[src/rtl/muldiv_ctrl.sv]
// muldiv_ctrl: issues mult/multu/div/divu from the EX stage to the shared
// pipelined multiplier and iterative divider. It stalls the pipeline while
// the operation runs and holds the HI/LO result until the instruction
// leaves EX. A flush kills any work in flight.
module muldiv_ctrl #(
    parameter int MUL_LAT = 2,
    parameter int CNT_W   = 4
) (
    input  logic        clk,
    input  logic        resetn,
    input  logic        flush,
    input  logic        ex_hold,
    input  logic        op_valid,
    input  logic        op_mult,
    input  logic        op_multu,
    input  logic        op_div,
    input  logic        op_divu,
    input  logic [31:0] src_a,
    input  logic [31:0] src_b,
    output logic        stallreq,
    output logic        res_valid,
    output logic [31:0] hi_o,
    output logic [31:0] lo_o,
    output logic        mul_signed,
    output logic [31:0] mul_ina,
    output logic [31:0] mul_inb,
    input  logic [63:0] mul_result,
    output logic        div_start,
    output logic        div_signed,
    output logic [31:0] div_op1,
    output logic [31:0] div_op2,
    output logic        div_annul,
    input  logic [63:0] div_result,
    input  logic        div_ready
);

    typedef enum logic [1:0] {
        IDLE     = 2'd0,
        MUL_WAIT = 2'd1,
        DIV_WAIT = 2'd2,
        DONE     = 2'd3
    } state_t;

    state_t             state_q, state_d;
    logic [CNT_W-1:0]   cnt_q, cnt_d;
    logic [31:0]        a_q, a_d;
    logic [31:0]        b_q, b_d;
    logic               sign_q, sign_d;
    logic [31:0]        hi_q, hi_d;
    logic [31:0]        lo_q, lo_d;

    // Decode. Multiplies win over divides, and signed wins over unsigned
    // within each pair. So the signed flag is that of the highest-priority op.
    logic any_op, is_mul, sign_sel, issue;
    assign any_op   = op_mult | op_multu | op_div | op_divu;
    assign is_mul   = op_mult | op_multu;
    assign sign_sel = op_mult | (~op_multu & op_div);
    assign issue    = op_valid & any_op & ~flush;

    // The multiplier sees live operands in the issue cycle. After that it
    // sees the latched copies, so its pipeline input stays stable.
    assign mul_ina    = (state_q == IDLE) ? src_a   : a_q;
    assign mul_inb    = (state_q == IDLE) ? src_b   : b_q;
    assign mul_signed = (state_q == IDLE) ? op_mult : sign_q;

    assign div_op1    = a_q;
    assign div_op2    = b_q;
    assign div_signed = sign_q;

    assign hi_o = hi_q;
    assign lo_o = lo_q;

    // Next-state and output decode. Flush is applied last so that it
    // overrides every state.
    always_comb begin
        state_d   = state_q;
        cnt_d     = cnt_q;
        a_d       = a_q;
        b_d       = b_q;
        sign_d    = sign_q;
        hi_d      = hi_q;
        lo_d      = lo_q;
        stallreq  = 1'b0;
        res_valid = 1'b0;
        div_start = 1'b0;
        div_annul = 1'b0;

        case (state_q)
            IDLE: begin
                stallreq = issue;
                if (issue) begin
                    a_d    = src_a;
                    b_d    = src_b;
                    sign_d = sign_sel;
                    if (is_mul) begin
                        cnt_d   = CNT_W'(MUL_LAT - 1);
                        state_d = MUL_WAIT;
                    end else if (src_b != 32'd0) begin
                        state_d = DIV_WAIT;
                    end else begin
                        // A divide by zero never reaches the divider.
                        // The result is fixed: remainder = dividend, quotient = all ones.
                        hi_d    = src_a;
                        lo_d    = 32'hFFFF_FFFF;
                        state_d = DONE;
                    end
                end
            end
            MUL_WAIT: begin
                stallreq = 1'b1;
                if (cnt_q != '0) begin
                    cnt_d = cnt_q - 1'b1;
                end else begin
                    {hi_d, lo_d} = mul_result;
                    state_d      = DONE;
                end
            end
            DIV_WAIT: begin
                stallreq  = 1'b1;
                div_start = ~div_ready;
                if (div_ready) begin
                    {hi_d, lo_d} = div_result;
                    state_d      = DONE;
                end
            end
            DONE: begin
                res_valid = 1'b1;
                if (!ex_hold) begin
                    state_d = IDLE;
                end
            end
            default: state_d = IDLE;
        endcase

        if (flush) begin
            state_d = IDLE;
            hi_d    = hi_q;
            lo_d    = lo_q;
            if (state_q == DIV_WAIT) begin
                div_annul = 1'b1;
                div_start = 1'b0;
            end
        end
    end

    // State, counter, latched operands and result registers.
    always_ff @(posedge clk or negedge resetn) begin
        if (!resetn) begin
            state_q <= IDLE;
            cnt_q   <= '0;
            a_q     <= '0;
            b_q     <= '0;
            sign_q  <= 1'b0;
            hi_q    <= '0;
            lo_q    <= '0;
        end else begin
            state_q <= state_d;
            cnt_q   <= cnt_d;
            a_q     <= a_d;
            b_q     <= b_d;
            sign_q  <= sign_d;
            hi_q    <= hi_d;
            lo_q    <= lo_d;
        end
    end

endmodule

[config.mk]
export PLATFORM = sky130hd
export DESIGN_NAME = muldiv_ctrl
export DESIGN_NICKNAME = d
export VERILOG_FILES = /design/src/rtl/muldiv_ctrl.sv
export SDC_FILE = /design/constraint.sdc
export NUM_CORES = 1
export LEC_CHECK = 0
export CORE_AREA = 8 8 149 151
export CTS_CLUSTER_DIAMETER = 50
export DETAILED_ROUTE_END_ITERATION = 6
export DIE_AREA = 0 0 157 159
export GPL_ROUTABILITY_DRIVEN = 0
export PLACE_DENSITY_LB_ADDON = 0.08
export SYNTH_ARGS = -nofsm -noshare
export SYNTH_HDL_FRONTEND = slang
export SYNTH_SLANG_ARGS = --single-unit
[constraint.sdc]
create_clock -name clk -period 2.8 [get_ports clk]
set_input_delay 0.28 -clock clk [delete_from_list [all_inputs] [get_ports clk]]
set_output_delay 0.28 -clock clk [all_outputs]
set_load 0.05 [all_outputs]
==> report_table.html <==
<table>
<tr><th>Metric</th><th>Value</th></tr>
<tr><th colspan="2">Logic synthesis</th></tr>
<tr><td>#FFs+latches synth</td><td>135</td></tr>
<tr><td>Top area cells in the synthesized netlist</td><td>sky130_fd_sc_hd__dfrtp_1, sky130_fd_sc_hd__mux2_2, sky130_fd_sc_hd__mux2_4</td></tr>
<tr><td>Number of different library cells in the post-synthesis netlist</td><td>29</td></tr>
<tr><td>Top-area cell type share of the netlist area</td><td>46.0%</td></tr>
<tr><td>Seq/Total Area, Yosys</td><td>a little under half</td></tr>
<tr><td>Netlist Area Pre-Place</td><td>approximately 7300 sq um</td></tr>
<tr><td>Number of cells produced by synthesis</td><td>a little over 600</td></tr>
<tr><td>Share of async-settable or async-resettable flops after synthesis</td><td>100%</td></tr>
<tr><td>Total number of yosys warnings</td><td>0</td></tr>
<tr><td>Mapped Nets</td><td>~800</td></tr>
<tr><td>Count of flip-flops with a built-in enable after synthesis</td><td>0</td></tr>
<tr><td>Post-Synthesis Mean Instance Area</td><td>12.2 sq um</td></tr>
<tr><td>Largest area contributor in the netlist</td><td>sky130_fd_sc_hd__dfrtp_1</td></tr>
<tr><td>Most used flip-flop cell after synthesis</td><td>sky130_fd_sc_hd__dfrtp_1</td></tr>
<tr><td>Top post-synthesis cells by count</td><td>sky130_fd_sc_hd__dfrtp_1, sky130_fd_sc_hd__mux2_2, sky130_fd_sc_hd__a22oi_1</td></tr>
<tr><td>Most instantiated library cell after synthesis</td><td>sky130_fd_sc_hd__dfrtp_1</td></tr>
<tr><th colspan="2">Floorplan</th></tr>
<tr><td>Initial Utilization</td><td>a little under two fifths</td></tr>
<tr><td>Number of primary I/O pins</td><td>400</td></tr>
<tr><td>Die outline area</td><td>25000 sq um</td></tr>
<tr><td>Die span in y</td><td>~160 um</td></tr>
<tr><td>Chip Width</td><td>roughly 160 um</td></tr>
<tr><td>Cell Rows</td><td>52</td></tr>
<tr><td>Core box area</td><td>19800 sq um</td></tr>
<tr><th colspan="2">Place</th></tr>
<tr><td>Pre-CTS setup slack</td><td>~0.17 ns</td></tr>
<tr><td>Number of cells in the design after placement</td><td>between 1000 and 1500</td></tr>
<tr><td>Count of port buffers added during placement</td><td>399</td></tr>
<tr><td>Detailed placement HPWL</td><td>~21000 um</td></tr>
<tr><th colspan="2">Drt</th></tr>
<tr><td>Per-cell via count in the routed design</td><td>4.98</td></tr>
<tr><td>Remaining antenna violation count</td><td>0</td></tr>
<tr><td>DRC</td><td>0</td></tr>
<tr><td>Drt initial violations</td><td>350</td></tr>
<tr><td>WL/cell</td><td>around 22 um</td></tr>
<tr><td>Number of detailed-route iterations in the first pass</td><td>5</td></tr>
<tr><td>WL final</td><td>around 28000 um</td></tr>
<tr><td>Via count</td><td>between 6000 and 7000</td></tr>
<tr><th colspan="2">Global routing</th></tr>
<tr><td>Antenna violations before repair</td><td>0</td></tr>
<tr><td>Residual overflow from global routing</td><td>0</td></tr>
<tr><td>GRT Util Overall</td><td>22.2%</td></tr>
<tr><td>First-pass GRT wire length</td><td>approximately 43000 um</td></tr>
<tr><td>Pin count of the biggest net entering global routing</td><td>74</td></tr>
<tr><td>Vias in the first global route</td><td>between 6000 and 7000</td></tr>
<tr><th colspan="2">Clocking</th></tr>
<tr><td>CTS tree</td><td>built</td></tr>
<tr><td>Clock Pin Slew Worst Setup and Hold Paths</td><td>~0.060 ns</td></tr>
<tr><td>Total clock buffers created by CTS</td><td>17</td></tr>
<tr><td>Number of H-tree levels</td><td>4</td></tr>
<tr><td>Insertion delay to the later sink of the worst-skew pair</td><td>roughly 0.42 ns</td></tr>
<tr><td>Clock Tree Buf Depth</td><td>2</td></tr>
<tr><td>CTS Root Cell</td><td>sky130_fd_sc_hd__clkbuf_16</td></tr>
<tr><td>Clock sink total</td><td>about 140</td></tr>
<tr><th colspan="2">STA</th></tr>
<tr><td>Final setup slack of the worst path</td><td>0.167 ns</td></tr>
<tr><td>Slew Limit Fails</td><td>0</td></tr>
<tr><td>Final setup fails</td><td>0</td></tr>
<tr><td>Final hold slack</td><td>about 0.47 ns</td></tr>
<tr><td>Shortest period the worst path allows</td><td>2.63 ns</td></tr>
<tr><td>Endpoints failing hold</td><td>0</td></tr>
<tr><td>Highest attainable clock frequency</td><td>around 380 MHz</td></tr>
<tr><td>Setup repair after global routing missed its margin</td><td>false</td></tr>
<tr><td>Transition at the pin with the smallest max-transition slack</td><td>between 0.7 and 0.8 ns</td></tr>
<tr><td>Final cycle utilization of the critical path</td><td>a little over nine tenths</td></tr>
<tr><td>Clock Skew</td><td>0.0159 ns</td></tr>
<tr><td>Relative max-transition margin</td><td>approximately half</td></tr>
<tr><td>Setup TNS</td><td>0 ns</td></tr>
<tr><th colspan="2">Setup path</th></tr>
<tr><td>Critical Path Slowest Stage Cell</td><td>sky130_fd_sc_hd__dfrtp_1</td></tr>
<tr><td>Worst EP arrival</td><td>around 2.4 ns</td></tr>
<tr><td>Kind of critical path</td><td>reg -&gt; out</td></tr>
<tr><td>Critical path fanouts, max</td><td>52</td></tr>
<tr><td>Type of origin of the critical path</td><td>register</td></tr>
<tr><td>Req. time, crit path</td><td>around 2.5 ns</td></tr>
<tr><td>Critical-path cell list</td><td>inv_1 &gt; ha_4 &gt; buf_12 &gt; mux2_2 &gt; buf_4</td></tr>
<tr><td>Type of destination of the critical path</td><td>output port</td></tr>
<tr><td>Largest stage delay on the critical path</td><td>between 0.4 and 0.5 ns</td></tr>
<tr><th colspan="2">Min path</th></tr>
<tr><td>Tightest Hold Check Type</td><td>in -&gt; async</td></tr>
<tr><th colspan="2">Run status</th></tr>
<tr><td>Outcome</td><td>complete, no violations</td></tr>
<tr><th colspan="2">Flow run</th></tr>
<tr><td>Number of violations of the max-capacitance limit</td><td>0</td></tr>
<tr><th colspan="2">Layout</th></tr>
<tr><td>Fraction of layout instances using a drive strength above 1</td><td>about a third</td></tr>
<tr><td>Number of cells in the finished layout apart from fillers</td><td>between 1000 and 1500</td></tr>
<tr><td>Post-layout net count</td><td>roughly 1200</td></tr>
<tr><td>Area growth from synthesis to layout</td><td>65.1%</td></tr>
<tr><td>Antenna Diode Count</td><td>0</td></tr>
</table>
[layout by cell type (no fill, tap or decap), types with 4 or more instances in the layout]
cell type,n
sky130_fd_sc_hd__nor2_1,42
sky130_fd_sc_hd__nand2b_1,4
sky130_fd_sc_hd__a21oi_1,34
sky130_fd_sc_hd__a22oi_1,64
sky130_fd_sc_hd__mux2_4,60
sky130_fd_sc_hd__buf_12,5
sky130_fd_sc_hd__buf_4,77
sky130_fd_sc_hd__nor4_1,9
sky130_fd_sc_hd__dfrtp_1,135
sky130_fd_sc_hd__nand2_1,39
sky130_fd_sc_hd__clkbuf_16,17
sky130_fd_sc_hd__mux2_2,133
sky130_fd_sc_hd__clkdlybuf4s50_1,332
sky130_fd_sc_hd__o21ai_0,7
sky130_fd_sc_hd__inv_1,6
[cell type report]
cell class / count / area [sq um]
fillers: 1723 / 7710
repair buffers: 416 / 4020
multi-input cells: 416 / 3750
flip-flops and latches: 135 / 3380
clock buffers: 20 / 467
well taps: 270 / 338
clock inverters: 11 / 146
inverters: 6 / 22.5
[cell families after synthesis]
family                     share of synthesized area [%]
AOI/OAI and AO/OA                                   10.5
buffers and inverters                               3.44
muxes                                               32.7
and+or+nand+nor                                     6.20
DFF                                                 46.0
adders and majority gates                           1.19
[sequential cells by signal (all words and copies together), names as in the netlist]
register,flops
cnt_q,4
div_op1,32
div_op2,32
div_signed,1
hi_o,32
lo_o,32
state_q,2
[path summary, 6_finish.rpt]
check	slack, ns	to	depth (start not counted)	start
setup / recovery	0.17	mul_ina[21]	5	state_q[0]$_DFFE_PN0P_
hold / removal	0.47	hi_o[16]$_DFFE_PN0P_	2	resetn
setup reg to reg	0.38	hi_o[27]$_DFFE_PN0P_	8	state_q[0]$_DFFE_PN0P_
hold reg to reg	0.50	lo_o[15]$_DFFE_PN0P_	1	lo_o[15]$_DFFE_PN0P_
max in group asynchronous	1.48	div_op1[3]$_DFFE_PN0P_	3	resetn
min in group clk	0.50	lo_o[15]$_DFFE_PN0P_	1	lo_o[15]$_DFFE_PN0P_
[metal layers]
layer  track usage [%]  share of wire [%]  vias up  wire length, um
li1                  -                  -     2997                -
met1              25.5                 40     3044            11100
met2              37.2                 49      274            13500
met3              8.28                9.3       34             2570
met4              7.04                2.0        0              561
met5                 0                  0        -                0
[stage by stage]
stage,utilization [%],instance area (sq um)
finish,61.1,12100
global placement,57.9,11500
detailed placement,57.9,11500
CTS,61.1,12100
floorplan,-,7340
global route,61.1,12100
[timing repair]
| action | in CTS | in global routing |
|---|---|---|
| hold endpoints to repair | 69 | 0 |
| setup endpoints to repair | 1 | 0 |
| buffers inserted | 1 | 0 |
| hold buffers | 1 | 0 |
| gates resized for setup | 1 | 0 |
[critical path, delay by kind of cell, from the launching register on]
family	cells	cell delay, ns
buf+inv	3	0.73
flops	1	0.41
mux	1	0.38
fa+ha+maj	1	0.35
Power is left out: the tool's default activity adds up to more than one toggle a clock period on the data nets, which glitch-free logic cannot reach.
